File: src/rtl/dds_sweep_ctrl_if.sv
// Control/status bundle between the register block and the DDS sweep sequencer.
// The master drives sweep configuration; the slave returns the frequency word and status.
interface dds_sweep_ctrl_if #(
    parameter int FW = 16,
    parameter int DW = 16
);
    logic          start;
    logic          abort;
    logic [1:0]    mode;
    logic [FW-1:0] f_start;
    logic [FW-1:0] f_stop;
    logic [FW-1:0] f_step;
    logic [DW-1:0] dwell;
    logic [FW-1:0] freq_cntrl;
    logic          busy;
    logic          done;
    logic          dir;

    modport master (
        output start, abort, mode, f_start, f_stop, f_step, dwell,
        input  freq_cntrl, busy, done, dir
    );

    modport slave (
        input  start, abort, mode, f_start, f_stop, f_step, dwell,
        output freq_cntrl, busy, done, dir
    );
endinterface

File: src/rtl/dds_sweep_ctrl.sv
// Frequency-sweep sequencer feeding the DDS phase accumulator's frequency control word.
// Steps linearly from start to stop word with a per-word dwell; single, sawtooth and triangle modes.
module dds_sweep_ctrl #(
    parameter int FW = 16,
    parameter int DW = 16
) (
    input  logic             clk,
    input  logic             res_n,
    dds_sweep_ctrl_if.slave  sw
);

    typedef enum logic {IDLE, HOLD} state_e;

    state_e        state_q, state_d;
    logic [FW-1:0] freq_q, freq_d;
    logic [FW-1:0] target_q, target_d;
    logic [FW-1:0] origin_q, origin_d;
    logic [FW-1:0] step_q, step_d;
    logic [DW-1:0] dwell_q, dwell_d;
    logic [DW-1:0] cnt_q, cnt_d;
    logic [1:0]    mode_q, mode_d;
    logic          dir_q, dir_d;
    logic          busy_q, busy_d;
    logic          done_q, done_d;

    // One step toward tgt in FW+1 bits; reaching or crossing tgt (carry/borrow included) clamps to it.
    function automatic logic [FW-1:0] stepToward(input logic [FW-1:0] cur,
                                                 input logic [FW-1:0] tgt,
                                                 input logic [FW-1:0] stp,
                                                 input logic          up);
        logic [FW:0]   sum;
        logic [FW-1:0] res;
        sum = '0;
        res = tgt;
        if (stp != '0) begin
            if (up) begin
                sum = {1'b0, cur} + {1'b0, stp};
                if (sum < {1'b0, tgt}) res = sum[FW-1:0];
            end else begin
                sum = {1'b0, cur} - {1'b0, stp};
                if (!sum[FW] && (sum[FW-1:0] > tgt)) res = sum[FW-1:0];
            end
        end
        return res;
    endfunction

    always_comb begin
        state_d  = state_q;
        freq_d   = freq_q;
        target_d = target_q;
        origin_d = origin_q;
        step_d   = step_q;
        dwell_d  = dwell_q;
        cnt_d    = cnt_q;
        mode_d   = mode_q;
        dir_d    = dir_q;
        busy_d   = busy_q;
        done_d   = 1'b0;

        unique case (state_q)
            IDLE: begin
                if (sw.start && !sw.abort) begin
                    mode_d   = sw.mode;
                    step_d   = sw.f_step;
                    dwell_d  = sw.dwell;
                    target_d = sw.f_stop;
                    origin_d = sw.f_start;
                    freq_d   = sw.f_start;
                    cnt_d    = sw.dwell;
                    dir_d    = (sw.f_stop >= sw.f_start);
                    busy_d   = 1'b1;
                    state_d  = HOLD;
                end
            end
            HOLD: begin
                if (sw.abort) begin
                    busy_d  = 1'b0;
                    state_d = IDLE;
                end else if (cnt_q != '0) begin
                    cnt_d = cnt_q - DW'(1);
                end else if (freq_q != target_q) begin
                    freq_d = stepToward(freq_q, target_q, step_q, dir_q);
                    cnt_d  = dwell_q;
                end else begin
                    // End of leg: mode 3 behaves as single sweep.
                    unique case (mode_q)
                        2'd1: begin
                            freq_d = origin_q;
                            cnt_d  = dwell_q;
                        end
                        2'd2: begin
                            target_d = origin_q;
                            origin_d = target_q;
                            dir_d    = ~dir_q;
                            freq_d   = stepToward(freq_q, origin_q, step_q, ~dir_q);
                            cnt_d    = dwell_q;
                        end
                        default: begin
                            done_d  = 1'b1;
                            busy_d  = 1'b0;
                            state_d = IDLE;
                        end
                    endcase
                end
            end
            default: state_d = IDLE;
        endcase
    end

    always_ff @(posedge clk or negedge res_n) begin
        if (!res_n) begin
            state_q  <= IDLE;
            freq_q   <= '0;
            target_q <= '0;
            origin_q <= '0;
            step_q   <= '0;
            dwell_q  <= '0;
            cnt_q    <= '0;
            mode_q   <= 2'd0;
            dir_q    <= 1'b1;
            busy_q   <= 1'b0;
            done_q   <= 1'b0;
        end else begin
            state_q  <= state_d;
            freq_q   <= freq_d;
            target_q <= target_d;
            origin_q <= origin_d;
            step_q   <= step_d;
            dwell_q  <= dwell_d;
            cnt_q    <= cnt_d;
            mode_q   <= mode_d;
            dir_q    <= dir_d;
            busy_q   <= busy_d;
            done_q   <= done_d;
        end
    end

    assign sw.freq_cntrl = freq_q;
    assign sw.busy       = busy_q;
    assign sw.done       = done_q;
    assign sw.dir        = dir_q;

endmodule
File: src/flat_wrapper.sv
// flat-port wrapper written by rule: the top's interface ports become plain ports
module dds_sweep_ctrl_flat 
#(
    parameter int FW = 16,
    parameter int DW = 16
)
  (clk, res_n, sw_start, sw_abort, sw_mode, sw_f_start, sw_f_stop, sw_f_step, sw_dwell, sw_freq_cntrl, sw_busy, sw_done, sw_dir);
  dds_sweep_ctrl_if #(.FW(FW), .DW(DW)) sw_i ();
  input  logic clk;
  input  logic res_n;
  input wire logic [$bits(sw_i.start)-1:0] sw_start;
  input wire logic [$bits(sw_i.abort)-1:0] sw_abort;
  input wire logic [$bits(sw_i.mode)-1:0] sw_mode;
  input wire logic [$bits(sw_i.f_start)-1:0] sw_f_start;
  input wire logic [$bits(sw_i.f_stop)-1:0] sw_f_stop;
  input wire logic [$bits(sw_i.f_step)-1:0] sw_f_step;
  input wire logic [$bits(sw_i.dwell)-1:0] sw_dwell;
  output wire logic [$bits(sw_i.freq_cntrl)-1:0] sw_freq_cntrl;
  output wire logic [$bits(sw_i.busy)-1:0] sw_busy;
  output wire logic [$bits(sw_i.done)-1:0] sw_done;
  output wire logic [$bits(sw_i.dir)-1:0] sw_dir;
  assign sw_i.start = sw_start;
  assign sw_i.abort = sw_abort;
  assign sw_i.mode = sw_mode;
  assign sw_i.f_start = sw_f_start;
  assign sw_i.f_stop = sw_f_stop;
  assign sw_i.f_step = sw_f_step;
  assign sw_i.dwell = sw_dwell;
  assign sw_freq_cntrl = sw_i.freq_cntrl;
  assign sw_busy = sw_i.busy;
  assign sw_done = sw_i.done;
  assign sw_dir = sw_i.dir;
  dds_sweep_ctrl #(.FW(FW), .DW(DW)) u_core (.clk(clk), .res_n(res_n), .sw(sw_i));
endmodule
File: config.mk
export PLATFORM = sky130hd
export DESIGN_NAME = dds_sweep_ctrl_flat
export DESIGN_NICKNAME = d
export VERILOG_FILES = /design/src/rtl/dds_sweep_ctrl_if.sv /design/src/rtl/dds_sweep_ctrl.sv /design/src/flat_wrapper.sv
export SDC_FILE = /design/constraint.sdc
export NUM_CORES = 1
export LEC_CHECK = 0
export CAP_MARGIN = 20
export CORE_MARGIN = 5
export CORE_UTILIZATION = 41
export DETAILED_ROUTE_END_ITERATION = 8
export MAX_ROUTING_LAYER = met4
export PLACE_DENSITY_LB_ADDON = 0.25
export SLEW_MARGIN = 30
export SYNTH_ARGS = -nofsm -noshare
export SYNTH_HDL_FRONTEND = slang
export SYNTH_SLANG_ARGS = --single-unit
File: constraint.sdc
create_clock -name clk -period 10.7 [get_ports clk]
set_clock_uncertainty 0.1 [all_clocks]
set_input_delay 2.14 -clock clk [delete_from_list [all_inputs] [get_ports clk]]
set_output_delay 2.14 -clock clk [all_outputs]
set_load 0.005 [all_outputs]
==> results of run 1 <==
-- sequential cells by signal, summed over array words and instances, names as in the netlist --
register / cells
u_core.target_q: 16
u_core.mode_q: 2
u_core.dwell_q: 16
u_core.cnt_q: 16
u_core.origin_q: 16
u_core.sw.busy: 1
u_core.sw.freq_cntrl: 16
u_core.step_q: 16
u_core.sw.dir: 1
u_core.sw.done: 1
u_core.state_q: 1
-- layer usage --
layer  vias to the layer above  global-route usage (%)
li1                       4484                       -
met1                      4493                    34.7
met2                       435                    35.8
met3                        76                    5.88
met4                         0                    10.8
met5                         -                       -
-- worst max-delay path, cell delays in order (launching register included) --
cell       delay, ns
dfrtp_1         0.48
ha_1            0.51
nor3_1          0.24
o21ai_1         0.15
a31oi_1         0.41
a2111oi_0       0.21
a211o_1         0.32
xnor2_1         0.39
inv_1           0.19
ha_1            0.33
a211o_1         0.29
a2111oi_0       0.41
a211o_1         0.21
nand3_2         0.46
nor2_2          0.52
mux2_2          0.39
o31ai_1         0.24
o41ai_2         0.11
-- path summary, 6_finish.rpt --
| check | from | endpoint | cells after the start |
|---|---|---|---|
| max in group asynchronous | res_n | u_core.state_q$_DFF_PN0_ | 2 |
| min in group asynchronous | res_n | u_core.step_q[10]$_DFFE_PN0P_ | 1 |
| hold / removal | u_core.dwell_q[3]$_DFFE_PN0P_ | u_core.dwell_q[3]$_DFFE_PN0P_ | 1 |
| hold reg to reg | u_core.dwell_q[3]$_DFFE_PN0P_ | u_core.dwell_q[3]$_DFFE_PN0P_ | 1 |
| setup / recovery | u_core.sw.freq_cntrl[5]$_DFFE_PN0P_ | u_core.sw.freq_cntrl[11]$_DFFE_PN0P_ | 17 |
| setup reg to reg | u_core.sw.freq_cntrl[5]$_DFFE_PN0P_ | u_core.sw.freq_cntrl[11]$_DFFE_PN0P_ | 17 |
-- placed cells by master, fill, tap and decap left out, drive strengths merged, types with 11 or more instances in the layout --
cell type,Yosys,layout
xnor2,41,41
a21o,18,18
nor3,19,19
a211oi,18,18
clkdlybuf4s50,0,87
nand4,17,17
inv,94,97
mux2,22,22
a31oi,12,12
xor2,13,13
a21oi,137,137
nor2,120,120
nor2b,11,11
o21ai,71,71
o22ai,14,14
nand2b,12,12
mux2i,41,41
o211ai,17,17
nand3,26,26
nand2,80,80
ha,115,115
dfrtp,101,101
-- per-stage QoR --
stage          instances  setup slack, ns  cell area, µm²  power, mW  hold WS [ns]
3_3_place_gp        1565             4.48           11000       2.48         0.390
2_1_floorplan       1215             6.14           10000       1.96         0.381
5_1_grt             1582             4.07           11300       3.13         0.432
4_1_cts             1582             4.74           11300       2.86         0.413
6_report            1582             4.59           11300       2.89         0.409
3_5_place_dp        1566             4.78           11000       2.50         0.396
-- cell families after synthesis --
group / share of synthesized area (%)
xor+xnor: 4.71
flops: 25.4
mux: 6.55
compound gates: 25.1
buf+inv: 7.44
simple gates: 16.1
fa+ha+maj: 14.7
-- area by class of cell --
type | instances | area, µm² | area share, %
Timing Repair Buffer | 97 | 953 | 8.42
Inverter | 95 | 357 | 3.15
Sequential cell | 102 | 2550 | 22.6
Clock inverter | 6 | 63.8 | 0.563
Clock buffer | 10 | 229 | 2.02
Tap cell | 324 | 405 | 3.58
Multi-Input combinational cell | 948 | 6770 | 59.7
-- cells in the mapped netlist, drive strengths merged, types with 4 or more instances --
cell type,instances
a211o,8
a211oi,18
a21boi,4
a21o,18
a21oi,137
a221o,5
a221oi,9
a31oi,12
and2,4
and3,8
and4,6
buf,39
clkbuf,31
dfrtp,101
ha,115
inv,94
mux2,22
mux2i,41
nand2,80
nand2b,12
nand3,26
nand4,17
nor2,120
nor2b,11
nor3,19
nor4,10
o2111ai,6
o211a,5
o211ai,17
o21a,10
o21ai,71
o21bai,4
o221ai,6
o22ai,14
o31ai,9
or3,6
or4,5
xnor2,41
xor2,13
-- where the power goes --
part,switching [mW],internal [mW],total [mW]
logic,1.17,0.762,1.94
registers,0.155,0.463,0.618
clock network,0.175,0.165,0.340
==> summary.md, run 1 <==
| Metric | Value |
|---|---|
| Outcome | `finished, final reports clean` |
| Crit path launch type | `flop` |
| RSZ-0062 raised after global routing | `no` |
| Mapped Avg Cell Area | `8.26 µm²` |
| Sequential cell area fraction in the yosys report | `25.4%` |
| Pins Over Slew Limit | `0` |
| Critical Path Sink Type | `flop` |
| FILL cells | `2416` |
| CP Max Fanout | `22` |
| WP data arrival | `6.24 ns` |
| Final ANT Viol Nets | `0` |
| RePlAce Congestion | `between 1 and 1.5` |
| IO Pins | `89` |
| Slew HR | `around 37%` |
| Critical Path RT | `~11 ns` |
| Synth async-reset ratio | `100%` |
| DR vias/cell | `6.00` |
| DRC viols | `0` |
| Min Tclk post-route | `6.11 ns` |
| Vias in the first global route | `between 9000 and 10000` |
| CP Class | `flop to flop` |
| R2R Setup Slk | `around 4.6 ns` |
| CTS Hold Bufs | `0` |
| # clock sinks | `around 100` |
| Synth area leader | `dfrtp_1` |
| FP Rows | `57` |
| Placeable core region | `between 20000 and 25000 µm²` |
| PostCTS Resize Cnt | `0` |
| Initial Utilization | `between 40% and 50%` |
| First-pass GRT wire length | `roughly 54 mm` |
| PortBufs | `88` |
| Via count | `9488` |
| Ant. Diodes | `0` |
| Fin Setup TNS | `0 ns` |
| Routed met1 length | `15.3 mm` |
| Synth top area share | `between 20% and 30%` |
| Finished Core Util | `46.7%` |
| Number of post-CTS setup repair buffers | `0` |
| Synth top area cells | `dfrtp_1, ha_1, a21oi_1` |
| CTS clk-pin slew, worst paths | `roughly 0.080 ns` |
| LEAKAGE | `approximately 5.0 nW` |
| Post-layout net count | `about 1400` |
| Die H | `between 150 and 200 µm` |
| Metal3 WL | `around 3.2 mm` |
| Largest net degree at the start of global routing | `67` |
| Yosys warning total | `0` |
| Gate Count Post-Synth | `1215` |
| Area Overhead vs Synth | `12.8%` |
| Uppermost layer routed | `met4` |
| CTS max path bufs | `2` |
| Placed wire-length estimate | `about 27 mm` |
| EDFF count, synth | `0` |
| Initial antenna violation count | `0` |
| Post-synthesis cell type count | `90` |
| Fmax | `between 0.15 and 0.2 GHz` |
| Fraction of layout instances using a drive strength above 1 | `roughly 7%` |
| CTS root buffer | `clkbuf_16` |
| Die X | `around 170 µm` |
| Initial DRC Count | `slightly below 900` |
| H-tree depth | `3` |
| MaxCap Viol Count | `0` |
| Ys flop type | `dfrtp_1` |
| Ratio of final minimum period to clock period | `57.1%` |
| WL/cell | `~22 µm` |
| CTS buffer count | `9` |
| Clk Latency, worst-skew pair | `about 0.37 ns` |
| Gr usage total | `between 20% and 30%` |
| Drt first pass iters | `5` |
| Pwr Density | `roughly 260 nW/µm²` |
| Routed WL | `34.7 mm` |
| Maximum VDD drop | `0.137 mV` |
| Final Hold Viols | `0` |
| Final setup violation count | `0` |
| Hold WC Path Type | `flop to flop` |
| Post-Syn Nets | `approximately 1400` |
| Netlist Area Pre-Place | `about 10000 µm²` |
| Grt total ovfl | `0` |
| DR WL met2 | `around 15 mm` |
| Worst-Margin Slew | `about 0.94 ns` |
| CTS tree | `done` |
| Die area | `~28000 µm²` |
| #FFs+latches synth | `between 100 and 150` |
Power figures use the tool's default switching activity.
==> run 2, diff against run 1 <==
==> constraint.sdc (replaced) <==
create_clock -name clk -period 5.75 [get_ports clk]
set_clock_uncertainty 0.1 [all_clocks]
set_input_delay 1.15 -clock clk [delete_from_list [all_inputs] [get_ports clk]]
set_output_delay 1.15 -clock clk [all_outputs]
set_load 0.005 [all_outputs]
==> run 2 against run 1 <==
  * Utilization increased by 1.4 points
  * Register-to-register slack worse by 4.2 ns
  * Clock power grew 94%
  * Via count grew 1.5%
  * Clock-buffer cell count is the same
  * Routed wire length increased by 3.4%
  * Critical endpoint is now u_core.sw.freq_cntrl[6]$_DFFE_PN0P_
  * Cell count is 2.7% higher
  * Hold slack better by 0.0061 ns
  * Flip-flop and latch count stayed put
  * Die area stayed put
  * First-iteration DRC count grew 13%
  * Global-route usage is 0.70 points higher
==> summary.md, run 2 (synthesized netlist as in run 1, its figures left out) <==
| Metric | Value |
|---|---|
| H-tree depth | `3 (unchanged)` |
| PortBufs | `88 (unchanged)` |
| Largest net degree at the start of global routing | `71 (was 67)` |
| Final ANT Viol Nets | `0 (unchanged)` |
| Number of post-CTS setup repair buffers | `0 (unchanged)` |
| CTS buffer count | `9 (unchanged)` |
| WL/cell | `22.1 µm (was 21.9 µm)` |
| Outcome | `finished, final reports clean (unchanged)` |
| PostCTS Resize Cnt | `0 (unchanged)` |
| Initial Utilization | `41.4% (unchanged)` |
| Final Hold Viols | `0 (unchanged)` |
| RePlAce Congestion | `1.04 (was 1.02)` |
| CTS root buffer | `clkbuf_16 (unchanged)` |
| Pwr Density | `490 nW/µm² (was 256 nW/µm²)` |
| Final setup violation count | `0 (unchanged)` |
| WP data arrival | `5.49 ns (was 6.24 ns)` |
| Worst Slack Setup Final | `0.398 ns (was 4.59 ns)` |
| Grt total ovfl | `0 (unchanged)` |
| Pins Over Slew Limit | `0 (unchanged)` |
| CP Max Fanout | `11 (was 22)` |
| Fraction of layout instances using a drive strength above 1 | `10.0% (was 7.00%)` |
| Critical Path Sink Type | `flop (unchanged)` |
| Placeable core region | `24200 µm² (unchanged)` |
| Design Power | `5.73 mW (was 2.89 mW)` |
| Fin Setup TNS | `0 ns (unchanged)` |
| Most frequent cells in the layout | `a21oi_1, ha_1, nor2_1, dfrtp_1, inv_1 (unchanged)` |
| Gr usage total | `26.0% (was 25.3%)` |
| Ratio of final minimum period to clock period | `93.1% (was 57.1%)` |
| DRC viols | `0 (unchanged)` |
| Maximum VDD drop | `0.205 mV (was 0.137 mV)` |
| Critical Path RT | `5.89 ns (was 10.82 ns)` |
| Via count | `9633 (was 9488)` |
| Min Tclk post-route | `5.35 ns (was 6.11 ns)` |
| Ant. Diodes | `0 (unchanged)` |
| DR vias/cell | `5.93 (was 6.00)` |
| CTS tree | `done (unchanged)` |
| Die H | `166 µm (unchanged)` |
| # clock sinks | `102 (unchanged)` |
| Setup WS pre-CTS | `0.455 ns (was 4.78 ns)` |
| Clk Latency, worst-skew pair | `0.37 ns (about the same)` |
| First-pass GRT wire length | `55.3 mm (was 53.9 mm)` |
| Slew HR | `32.9% (was 37.2%)` |
| CP Class | `flop to flop (unchanged)` |
| Worst-Margin Slew | `1.00 ns (was 0.942 ns)` |
| CTS clk-pin slew, worst paths | `0.09 ns (was 0.08 ns)` |
| CTS max path bufs | `2 (unchanged)` |
| FP Rows | `57 (unchanged)` |
| Routed WL | `35.8 mm (was 34.7 mm)` |
| Placed wire-length estimate | `27.9 mm (was 26.8 mm)` |
| Die area | `27700 µm² (unchanged)` |
| Post-layout net count | `1482 (was 1440)` |
| Initial antenna violation count | `0 (unchanged)` |
| Crit path launch type | `flop (unchanged)` |
| Die X | `166 µm (unchanged)` |
| Fmax | `0.187 GHz (was 0.164 GHz)` |
| Initial DRC Count | `1007 (was 890)` |
| RSZ-0062 raised after global routing | `no (unchanged)` |
| Commonest non-fill, non-tap cell in the layout | `a21oi_1 (unchanged)` |
| Area Overhead vs Synth | `16.3% (was 12.8%)` |
| MaxCap Viol Count | `0 (unchanged)` |
| Hold WC Path Type | `flop to flop (unchanged)` |
| LEAKAGE | `5.18 nW (was 4.96 nW)` |
| Vias in the first global route | `9153 (was 9079)` |
| Drt first pass iters | `8 (was 5)` |
| IO Pins | `89 (unchanged)` |
| CTS Hold Bufs | `0 (unchanged)` |
## run 2: final timing paths
kind / start / to / slack (ns) / depth (start not counted)
hold / removal: u_core.dwell_q[14]$_DFFE_PN0P_ / u_core.dwell_q[14]$_DFFE_PN0P_ / 0.42 / 1
setup / recovery: u_core.sw.freq_cntrl[0]$_DFFE_PN0P_ / u_core.sw.freq_cntrl[6]$_DFFE_PN0P_ / 0.40 / 20
min in group asynchronous: res_n / u_core.step_q[13]$_DFFE_PN0P_ / 0.69 / 1
hold reg to reg: u_core.dwell_q[14]$_DFFE_PN0P_ / u_core.dwell_q[14]$_DFFE_PN0P_ / 0.42 / 1
setup reg to reg: u_core.sw.freq_cntrl[0]$_DFFE_PN0P_ / u_core.sw.freq_cntrl[6]$_DFFE_PN0P_ / 0.40 / 20
max in group asynchronous: res_n / u_core.target_q[12]$_DFFE_PN0P_ / 3.89 / 2
## run 2: layer usage
| metal | GRT usage, % | wire length (µm) | vias up |
|---|---|---|---|
| li1 | - | - | 4568 |
| met1 | 36.3 | 15900 | 4573 |
| met2 | 37.5 | 15200 | 421 |
| met3 | 3.67 | 2950 | 71 |
| met4 | 11.7 | 1750 | 0 |
| met5 | - | 0 | - |
## run 2: power breakdown
group,total [mW],switching [mW],internal [mW]
sequential,1.10,0.236,0.862
clock,0.661,0.342,0.318
combinational,3.97,2.34,1.63
## run 2: critical path, stage by stage, from the launching register on
cell       delay, ns
dfrtp_1         0.44
ha_1            0.25
fa_1            0.40
nor2b_1         0.16
o21ai_1         0.24
a31oi_1         0.20
a2111oi_1       0.39
a211o_1         0.17
xnor2_1         0.17
inv_1           0.15
ha_1            0.31
a2111o_1        0.44
nor4_1          0.27
a211oi_1        0.15
a211oi_4        0.24
buf_4           0.22
nand2_1         0.18
o22ai_1         0.22
a221oi_1        0.13
a211oi_1        0.27
o21ai_1         0.11
## run 2: cell type report
class	instances	area, µm²
clock buffer	10	239
clock inverter	6	61.3
fill	2429	12600
inverter	95	357
multi-input combinational	948	6780
sequential	102	2550
tap	324	405
timing repair buffer	139	1280
## run 2: stage by stage
stage / cells / hold slack [ns] / util (%) / area, µm²
after global routing: 1624 / 0.427 / 48.2 / 11700
final: 1624 / 0.415 / 48.2 / 11700
after CTS: 1623 / 0.415 / 48.1 / 11700
after detailed placement: 1607 / 0.396 / 46.8 / 11400
after floorplan: 1215 / 0.381 / - / 10000
after global placement: 1607 / 0.389 / 46.8 / 11300
==> run 3, diff against run 2 <==
--- a/config.mk
+++ b/config.mk
@@ -11,6 +11,7 @@
 export DETAILED_ROUTE_END_ITERATION = 8
 export MAX_ROUTING_LAYER = met4
 export PLACE_DENSITY_LB_ADDON = 0.25
+export SETUP_SLACK_MARGIN = 0.5
 export SLEW_MARGIN = 30
 export SYNTH_ARGS = -nofsm -noshare
 export SYNTH_HDL_FRONTEND = slang
==> run 3 against run 2 <==
  * Utilization is 0.93 points higher
  * Register-to-register slack better by 0.31 ns
  * Sequential power hardly changed
  * Sequential share of layout area is 0.38 points lower
  * Setup slack better by 0.31 ns
  * First-iteration DRC count is 0.20% lower
  * Final area is 1.9% higher
  * Maximum frequency is 6.1% higher
  * Largest cell class unchanged
  * Via count hardly changed
==> summary.md, run 3 (synthesized netlist as in run 1, its figures left out) <==
| Metric | Value |
|---|---|
| Final setup violation count | `0 (unchanged)` |
| Inst Count DP | `1607 (unchanged)` |
| Initial DRC Count | `1005 (was 1007)` |
| WP data arrival | `5.19 ns (was 5.49 ns)` |
| Area Overhead vs Synth | `18.6% (was 16.3%)` |
| Pwr Density | `502 nW/µm² (was 490 nW/µm²)` |
| Largest net degree at the start of global routing | `71 (unchanged)` |
| IO Pins | `89 (unchanged)` |
| Clk Latency, worst-skew pair | `0.37 ns (about the same)` |
| DRC viols | `0 (unchanged)` |
| Fraction of layout instances using a drive strength above 1 | `12.7% (was 10.0%)` |
| FP Rows | `57 (unchanged)` |
| Placed wire-length estimate | `27.9 mm (unchanged)` |
| Ratio of final minimum period to clock period | `87.7% (was 93.1%)` |
| H-tree depth | `3 (unchanged)` |
| Gr usage total | `26.0% (about the same)` |
| Fin area | `11900 µm² (was 11700 µm²)` |
| DR vias/cell | `5.90 (was 5.93)` |
| Placeable core region | `24200 µm² (unchanged)` |
| # clock sinks | `102 (unchanged)` |
| Design Power | `5.97 mW (was 5.73 mW)` |
| CTS root buffer | `clkbuf_16 (unchanged)` |
| LEAKAGE | `5.25 nW (was 5.18 nW)` |
| CTS clk-pin slew, worst paths | `0.10 ns (was 0.09 ns)` |
| Outcome | `finished, final reports clean (unchanged)` |
| Crit path launch type | `flop (unchanged)` |
| FILL cells | `2432 (was 2429)` |
| Die X | `166 µm (unchanged)` |
| RePlAce Congestion | `1.04 (unchanged)` |
| Min Tclk post-route | `5.04 ns (was 5.35 ns)` |
| Ant. Diodes | `0 (unchanged)` |
| Routed WL | `36.2 mm (was 35.8 mm)` |
| PortBufs | `88 (unchanged)` |
| Slew HR | `33.3% (was 32.9%)` |
| Commonest non-fill, non-tap cell in the layout | `a21oi_1 (unchanged)` |
| Die area | `27700 µm² (unchanged)` |
| Worst path slowest cell | `or4_4 (was dfrtp_1)` |
| Max incr delay on CP | `0.50 ns (was 0.44 ns)` |
| CTS max path bufs | `2 (unchanged)` |
| MaxCap Viol Count | `0 (unchanged)` |
| Critical Path Sink Type | `flop (unchanged)` |
| CTS Hold Bufs | `0 (unchanged)` |
| WL/cell | `22.2 µm (was 22.1 µm)` |
| Pins Over Slew Limit | `0 (unchanged)` |
| CTS tree | `done (unchanged)` |
| Multi-input gate area | `6920 µm² (was 6780 µm²)` |
| Die H | `166 µm (unchanged)` |
| Most frequent cells in the layout | `a21oi_1, nor2_1, ha_1, dfrtp_1, inv_1 (was a21oi_1, ha_1, nor2_1, dfrtp_1, inv_1)` |
| Hold WC Path Type | `flop to flop (unchanged)` |
| Crit-path cells | `inv_1, ha_1, fa_2, nor2b_4, o31a_4, o21ai_0, nor2b_2, o21ai_1, a21o_1, a21oi_1, xnor2_2, ha_1, nand4_1, or4_4, o221ai_2, o221a_4, nand2_2, o22ai_1, o21ai_1, a221o_1, a22o_1 (was ha_1, fa_1, nor2b_1, o21ai_1, a31oi_1, a2111oi_1, a211o_1, xnor2_1, inv_1, ha_1, a2111o_1, nor4_1, a211oi_1, a211oi_4, buf_4, nand2_1, o22ai_1, a221oi_1, a211oi_1, o21ai_1)` |
| Maximum VDD drop | `0.211 mV (was 0.205 mV)` |
| Non-Filler Instances | `1633 (was 1624)` |
| Post-layout net count | `1491 (was 1482)` |
| Area after DPL | `11400 µm² (unchanged)` |
| Vias in the first global route | `9159 (was 9153)` |
| CP Class | `flop to flop (unchanged)` |
| CTS buffer count | `9 (unchanged)` |
| Worst-Margin Slew | `0.997 ns (was 1.00 ns)` |
| CP Max Fanout | `5 (was 11)` |
| Initial Utilization | `41.4% (unchanged)` |
| Storage element area | `2560 µm² (was 2550 µm²)` |
| Fmax | `0.198 GHz (was 0.187 GHz)` |
| Drt first pass iters | `6 (was 8)` |
| Initial antenna violation count | `0 (unchanged)` |
| RSZ-0062 raised after global routing | `no (unchanged)` |
| Fin Setup TNS | `0 ns (unchanged)` |
| Critical Path RT | `5.89 ns (about the same)` |
| Via count | `9641 (was 9633)` |
| Grt total ovfl | `0 (unchanged)` |
| Final Hold Viols | `0 (unchanged)` |
| Hold slack | `0.415 ns (about the same)` |
| Final ANT Viol Nets | `0 (unchanged)` |
| First-pass GRT wire length | `55.2 mm (was 55.3 mm)` |
==> run 3: changes by cell type in the layout (fill, tap and decap cells not counted), moves of 2 or more <==
cell / delta
buf_4: +5
ha_1: -5
ha_2: +5
dfrtp_1: -3
dfrtp_2: +3
nand2_1: -3
nand2_2: +3
xnor2_1: -3
xnor2_2: +3
a221oi_1: -2
a221oi_2: +2
buf_6: +2
==> run 3: timing repair <==
| action | in CTS | in global routing |
|---|---|---|
| endpoints found under the setup margin | 2 | 16 |
| pin swaps | 0 | 7 |
| setup buffers | 0 | 8 |
| resized for setup | 2 | 31 |
| cloned | 0 | 1 |
==> run 3: power by group <==
| part | total [mW] | switching [mW] | leakage (nW) | internal, mW |
|---|---|---|---|---|
| clock | 0.657 | 0.339 | 0.144 | 0.318 |
| combinational | 4.22 | 2.44 | 3.94 | 1.78 |
| sequential | 1.10 | 0.236 | 1.17 | 0.863 |
==> run 3: routing by layer <==
metal | part of all wire (%) | track usage (%) | vias to the layer above
li1 | - | - | 4576
met1 | 45 | 36.1 | 4596
met2 | 42 | 37.5 | 391
met3 | 7.8 | 3.91 | 78
met4 | 5.3 | 11.7 | 0
met5 | 0 | - | -
==> run 3: worst paths after layout <==
path | from | endpoint | slack [ns] | cells past startpoint
worst min register to register | u_core.dwell_q[14]$_DFFE_PN0P_ | u_core.dwell_q[14]$_DFFE_PN0P_ | 0.41 | 1
worst max register to register | u_core.sw.freq_cntrl[0]$_DFFE_PN0P_ | u_core.sw.freq_cntrl[8]$_DFFE_PN0P_ | 0.71 | 21
min in group asynchronous | res_n | u_core.step_q[13]$_DFFE_PN0P_ | 0.68 | 1
worst max-delay path | u_core.sw.freq_cntrl[0]$_DFFE_PN0P_ | u_core.sw.freq_cntrl[8]$_DFFE_PN0P_ | 0.71 | 21
worst min-delay path | u_core.dwell_q[14]$_DFFE_PN0P_ | u_core.dwell_q[14]$_DFFE_PN0P_ | 0.41 | 1
max in group asynchronous | res_n | u_core.origin_q[11]$_DFFE_PN0P_ | 3.90 | 2
==> run 3: critical path: cells and delay by family, from the launching register on <==
family          cells  cell delay, ns
xor+xnor            1            0.14
buf+inv             1            0.06
compound gates     11            2.38
flops               1            0.44
simple gates        5            1.03
fa+ha+maj           3            0.78
==> run 3: per-stage QoR <==
step,utilization (%),setup WS (ns)
final,49.1,0.705
after global routing,49.1,0.497
after detailed placement,46.8,0.455
after floorplan,-,1.19
after CTS,48.1,0.506
after global placement,46.8,0.593
==> run 3: cell type report <==
class	count	share of cell area, %
inverter	95	3.00
timing repair buffer	147	11.5
sequential	102	21.5
tap	324	3.41
multi-input combinational	949	58.1
clock inverter	6	0.515
clock buffer	10	2.01
